## src/rtl/aes_pkg.sv

```systemverilog
// Shared AES block geometry, PKCS#7 constants and the packer FSM encoding.
package aes_pkg;

  localparam int unsigned AES_BLOCK_W  = 128;
  localparam int unsigned AES_BYTES    = 16;
  localparam logic [7:0]  AES_PAD_FULL = 8'h10;

  typedef enum logic [1:0] {
    FILL   = 2'd0,
    FLUSH  = 2'd1,
    PADBLK = 2'd2
  } pk_state_e;

  // PKCS#7 fill value for a block holding n message bytes (n in 1..16).
  function automatic logic [7:0] pkcs7_pad_byte(input logic [4:0] n);
    logic [4:0] diff;
    diff = 5'd16 - n;
    return {3'b000, diff};
  endfunction

endpackage

```

## src/rtl/pkcs7_pad.sv

```systemverilog
// Combinational finisher for a partial block: slots at and beyond n take the
// PKCS#7 pad byte when pad_en is set, otherwise zero.
module pkcs7_pad
  import aes_pkg::*;
(
  input  logic [AES_BLOCK_W-1:0] acc,
  input  logic [4:0]             n,
  input  logic                   pad_en,
  output logic [AES_BLOCK_W-1:0] padded
);

  logic [7:0] pad_byte_s;

  // Fill value shared by every slot past the message data.
  always_comb begin
    if (pad_en) begin
      pad_byte_s = pkcs7_pad_byte(n);
    end else begin
      pad_byte_s = 8'h00;
    end
  end

  // Keep bytes 0..n-1, replace the rest; byte 0 sits in the top lane.
  always_comb begin
    padded = acc;
    for (int i = 0; i < AES_BYTES; i++) begin
      if (5'(i) >= n) begin
        padded[AES_BLOCK_W-1-8*i -: 8] = pad_byte_s;
      end else begin
        padded[AES_BLOCK_W-1-8*i -: 8] = acc[AES_BLOCK_W-1-8*i -: 8];
      end
    end
  end

endmodule

```

## src/rtl/aes_block_packer.sv

```systemverilog
// Packs a byte stream into 128-bit plaintext blocks for the AES datapath,
// padding the last block of each message, behind a registered valid/ready port.
module aes_block_packer
  import aes_pkg::*;
#(
  parameter int PAD_EN = 1
) (
  input  logic                   clk,
  input  logic                   rst,
  input  logic [7:0]             s_data,
  input  logic                   s_valid,
  input  logic                   s_last,
  output logic                   s_ready,
  output logic [AES_BLOCK_W-1:0] m_block,
  output logic                   m_valid,
  input  logic                   m_ready,
  output logic                   m_last,
  output logic [4:0]             m_nbytes
);

  localparam logic PAD_ON_C = 1'(PAD_EN != 0);

  pk_state_e              state_r, state_nxt_s;
  logic [AES_BLOCK_W-1:0] acc_r, acc_nxt_s, acc_ins_s, acc_pad_s;
  logic [3:0]             cnt_r, cnt_nxt_s;
  logic [4:0]             n_r, n_nxt_s, n_fill_s;
  logic                   last_f_r, last_f_nxt_s;
  logic                   accept_s, out_free_s;
  logic                   load_s, ld_last_s;
  logic [AES_BLOCK_W-1:0] ld_block_s;
  logic [4:0]             ld_nbytes_s;

  assign s_ready    = (state_r == FILL) && !rst;
  assign accept_s   = s_valid && s_ready;
  assign out_free_s = !m_valid || m_ready;
  assign n_fill_s   = {1'b0, cnt_r} + 5'd1;

  // Drop the incoming byte into slot cnt of the accumulator.
  always_comb begin
    acc_ins_s = acc_r;
    for (int i = 0; i < AES_BYTES; i++) begin
      if (cnt_r == 4'(i)) begin
        acc_ins_s[AES_BLOCK_W-1-8*i -: 8] = s_data;
      end else begin
        acc_ins_s[AES_BLOCK_W-1-8*i -: 8] = acc_r[AES_BLOCK_W-1-8*i -: 8];
      end
    end
  end

  pkcs7_pad u_pad (
    .acc    (acc_ins_s),
    .n      (n_fill_s),
    .pad_en (PAD_ON_C),
    .padded (acc_pad_s)
  );

  // Next-state and output-register load decisions.
  always_comb begin
    state_nxt_s  = state_r;
    acc_nxt_s    = acc_r;
    cnt_nxt_s    = cnt_r;
    n_nxt_s      = n_r;
    last_f_nxt_s = last_f_r;
    load_s       = 1'b0;
    ld_block_s   = acc_r;
    ld_nbytes_s  = n_r;
    ld_last_s    = 1'b0;
    case (state_r)
      FILL: begin
        if (accept_s) begin
          cnt_nxt_s = cnt_r + 4'd1;
          if ((cnt_r == 4'd15) || s_last) begin
            acc_nxt_s    = acc_pad_s;
            n_nxt_s      = n_fill_s;
            last_f_nxt_s = s_last;
            state_nxt_s  = FLUSH;
          end else begin
            acc_nxt_s = acc_ins_s;
          end
        end else begin
          acc_nxt_s = acc_r;
        end
      end
      FLUSH: begin
        if (out_free_s) begin
          load_s      = 1'b1;
          ld_block_s  = acc_r;
          ld_nbytes_s = n_r;
          ld_last_s   = last_f_r && !(PAD_ON_C && (n_r == 5'd16));
          // A full final block still owes the standalone pad block.
          if (last_f_r && PAD_ON_C && (n_r == 5'd16)) begin
            state_nxt_s = PADBLK;
          end else begin
            state_nxt_s = FILL;
            cnt_nxt_s   = 4'd0;
            acc_nxt_s   = '0;
          end
        end else begin
          state_nxt_s = FLUSH;
        end
      end
      PADBLK: begin
        if (out_free_s) begin
          load_s      = 1'b1;
          ld_block_s  = {AES_BYTES{AES_PAD_FULL}};
          ld_nbytes_s = 5'd0;
          ld_last_s   = 1'b1;
          state_nxt_s = FILL;
          cnt_nxt_s   = 4'd0;
          acc_nxt_s   = '0;
        end else begin
          state_nxt_s = PADBLK;
        end
      end
      default: begin
        state_nxt_s = FILL;
        cnt_nxt_s   = 4'd0;
        acc_nxt_s   = '0;
      end
    endcase
  end

  // Packing state registers.
  always_ff @(posedge clk) begin
    if (rst) begin
      state_r  <= FILL;
      acc_r    <= '0;
      cnt_r    <= 4'd0;
      n_r      <= 5'd0;
      last_f_r <= 1'b0;
    end else begin
      state_r  <= state_nxt_s;
      acc_r    <= acc_nxt_s;
      cnt_r    <= cnt_nxt_s;
      n_r      <= n_nxt_s;
      last_f_r <= last_f_nxt_s;
    end
  end

  // Output register: holds until taken, reloads back-to-back when possible.
  always_ff @(posedge clk) begin
    if (rst) begin
      m_valid  <= 1'b0;
      m_block  <= '0;
      m_last   <= 1'b0;
      m_nbytes <= 5'd0;
    end else if (load_s) begin
      m_valid  <= 1'b1;
      m_block  <= ld_block_s;
      m_last   <= ld_last_s;
      m_nbytes <= ld_nbytes_s;
    end else if (m_ready) begin
      m_valid  <= 1'b0;
    end else begin
      m_valid  <= m_valid;
    end
  end

endmodule

```

## config.mk

```make
export PLATFORM = sky130hd
export DESIGN_NAME = aes_block_packer
export DESIGN_NICKNAME = d
export VERILOG_FILES = /design/src/rtl/aes_pkg.sv /design/src/rtl/pkcs7_pad.sv /design/src/rtl/aes_block_packer.sv
export SDC_FILE = /design/constraint.sdc
export NUM_CORES = 1
export LEC_CHECK = 0
export CAP_MARGIN = 30
export CELL_PAD_IN_SITES_DETAIL_PLACEMENT = 1
export CELL_PAD_IN_SITES_GLOBAL_PLACEMENT = 2
export CORE_MARGIN = 5
export CORE_UTILIZATION = 28
export DETAILED_ROUTE_END_ITERATION = 6
export PLACE_DENSITY = 0.77
export SYNTH_ARGS = -nofsm -noshare
export SYNTH_HDL_FRONTEND = slang
export SYNTH_SLANG_ARGS = --single-unit
```

## constraint.sdc

```tcl
create_clock -name clk -period 4.5 [get_ports clk]
set_clock_uncertainty 0.2 [all_clocks]
set_input_delay 0.9 -clock clk [delete_from_list [all_inputs] [get_ports clk]]
set_output_delay 0.9 -clock clk [all_outputs]
set_load 0.03 [all_outputs]
```

==> impl_metrics.yaml <==
synth:
  synth_top_area_share_pct: 43.97
  ys_seq_elements: 275
  syn_inst: 1388
  synthesis.area_um2: 12520
  synth_fa_ha_area_share_pct: 0.9994
  synth-compound-area-share_pct: 20.60
  yosysSeqAreaShare_pct: 43.97
  yosys_most_used_dff: "dfxtp_1"
  yosysWarnings: 0
  synth_nets: 1411
  ys_types: 83
  synth_top_cells_by_area: "dfxtp_1 (44%), nand3b_1 (6.4%), mux2i_1 (5.8%)"
  synth_edf_count: 0
  yosys.area.top_type: "dfxtp_1"
  synth.area.mux_share_pct: 6.106
  synthSimpleGateAreaFrac_pct: 21.82
  synth_xor_area_share_pct: 0.7695
  synth_top_family_by_area: "simple AND/OR/NAND/NOR gates"
  avgSynthCellArea_um2: 9.020
  async_flop_share_pct: 0
run_status:
  status: "finished, final reports clean"
drt:
  vias_per_cell: 5.227
  routedWlPerCell_um: 21.13
  drt_iter0_markers: 567
  wl_um: 44110
  drt_pass1_iterations: 5
  drtAntennaViolNets: 0
  vias: 10913
  drc: 0
job:
  drv_cap: 0
setup_path:
  critPathKind: "reg -> reg"
  cp_slowest_cell: "ha_1"
  critPathMaxFanout: 15
  max_stage_delay_ns: 0.80
  critPathRequiredTime_ns: 4.75
  worstPathCellList: "ha_1, and3_1, buf_4, inv_4, ha_1, nor2_1, a221o_1"
  cp-start-kind: "flip-flop"
  timing.critical_path.mode_cell: "ha_1"
  crit_path_end_kind: "flip-flop"
  crit_arrival_ns: 3.82
layout:
  n_fill_cell: 5076
  final_cells: 2088
  multi_input_area_um2: 6336
  layout_common_cells: "dfxtp_1 (275), nand2_1 (191), clkdlybuf4s50_1 (147)"
  n_antenna_cell: 0
  areaGrowthSynthToFinish_pct: 23.81
  nets: 1495
  layout-drive-gt1-share_pct: 9.091
  final_area_um2: 15500
  layout_commonest_cell: "dfxtp_1"
  seq_area_um2: 5505
timing:
  fin_tns_setup_ns: 0
  fin_crit_sh_pct: 79.30
  maxSlewViolCount: 0
  layout_setup_ws_ns: 0.9316
  hold_viol: 0
  hold_ws_ns: 0.2494
  tightest_slew_ns: 1.071
  period_needed_ns: 3.568
  setup_violations: 0
  rsz0062_at_grt: "false"
  relSlewSlack_pct: 28.36
  fmax_mhz: 280.2
power_and_ir_drop:
  vdd_ir_drop_max_mv: 0.2418
  p_clk_share_pct: 44.1
  swShare_pct: 26.98
  cellLeakagePower_nw: 5.513
  p_int_mw: 4.205
  power_density_nw_per_um2: 371.5
  p_sw_mw: 1.553
  seqPwrFrac_pct: 44.8
  comb_power_share_pct: 11.1
global_route:
  grt_start_max_net_pins: 78
  antenna_found_initial: 0
  grt_pass1_wl_um: 68540
  grt_pass1_vias: 11226
  grt_usage_pct: 17.10
  grt_overflow: 0
floorplan:
  io_pins: 149
  die_y_um: 221.5
  core_area_um2: 44220
  initial_core_util_pct: 28.31
  dieArea_um2: 49040
  num_rows: 77
  die_w_um: 221.5
clocking:
  post_cts_resized: 0
  clk_path_buf_depth: 3
  cts_root_buf: "clkbuf_16"
  cts_hold_buf: 0
  htree_levels: 1
  cts_buffers: 31
  cts_sinks: 275
  cts_setup_buffers: 0
  path_clk_slew_ns: 0.06
  clkLatencyLatePin_ns: 0.56
  cts_tree: "yes"
placement:
  hpwl_um: 30190
  dp_cells: 2031
  gp_congestion: 0.8458
  placed_area_um2: 14490
  port_buffers: 148
  dp_slack_ns: 0.9831
worst_hold_path:
  hp-class: "reg -> reg"
metal layers:
metal  GRT usage [%]  part of all wire (%)  vias to the layer above  routed length, µm
met5               0                     0                        -                  0
met2           27.80                    46                      231              20110
li1                -                     -                     5187                  -
met1           24.20                    48                     5440              21340
met3           2.425                   4.0                       55               1775
met4           3.937                   2.0                        0                888
final timing paths:
path / start / end / slack [ns] / cells past startpoint
max: cnt_r[1]$_SDFFE_PP0P_ / acc_r[12]$_SDFFE_PP0P_ / 0.93 / 7
min: m_block[42]$_SDFFE_PP0P_ / m_block[42]$_SDFFE_PP0P_ / 0.25 / 2
max reg2reg: cnt_r[1]$_SDFFE_PP0P_ / acc_r[12]$_SDFFE_PP0P_ / 0.93 / 7
min reg2reg: m_block[42]$_SDFFE_PP0P_ / m_block[42]$_SDFFE_PP0P_ / 0.25 / 2
synth_stat cells, types with 7 or more instances:
library cell,number
ha_1,10
buf_4,13
a32o_1,30
nor2_1,49
a21oi_1,137
a22o_1,51
nor3_1,61
nand2_1,192
or3_1,12
nand3_1,28
dfxtp_1,275
o2111ai_1,7
o22ai_1,14
a31oi_1,17
buf_2,23
o21ai_0,17
and2_1,11
buf_6,7
and3_1,10
inv_1,25
nand3b_1,107
a221o_1,22
clkbuf_1,83
mux2i_1,73
flip-flops by register name, indices dropped and copies added (netlist names):
signal,count
state_r,2
n_r,5
m_nbytes,5
m_valid,1
m_block,128
m_last,1
acc_r,128
last_f_r,1
cnt_r,4
worst max-delay path, delay by kind of cell, from the launching register on:
family / cells / cell delay [ns]
compound gates: 1 / 0.35
fa+ha+maj: 2 / 1.49
buf+inv: 2 / 0.27
flops: 1 / 0.62
simple gates: 2 / 0.50
stage by stage:
stage / power (mW) / utilization [%]
finish: 5.758 / 35.05
global route: 5.995 / 35.05
CTS: 5.835 / 35.05
detailed placement: 3.273 / 32.76
global placement: 3.253 / 32.66
floorplan: 3.037 / -
power groups by stage:
stage               clock (mW)  sequential (mW)  combinational [mW]
floorplan                    0             2.64               0.395
global placement             0             2.63               0.622
detailed placement           0             2.63               0.641
CTS                       2.61             2.58               0.645
global route              2.71             2.59               0.693
finish                    2.54             2.58               0.641
cell families after synthesis:
family / after synthesis
AND/OR/NAND/NOR: 511
AO/OA/AOI/OAI: 355
flip-flops: 275
buffers and inverters: 156
multiplexers: 76
adder cells (fa/ha/maj): 10
XOR/XNOR: 5
layout make-up:
| class | instances | share of cell area, % |
|---|---|---|
| inverter | 26 | 0.6458 |
| tap | 592 | 4.779 |
| clock inverter | 17 | 0.9283 |
| clock buffer | 40 | 5.610 |
| sequential | 275 | 35.52 |
| timing repair buffer | 181 | 11.64 |
| multi-input combinational | 957 | 40.88 |
No activity file was read; power rests on OpenSTA's default activity.
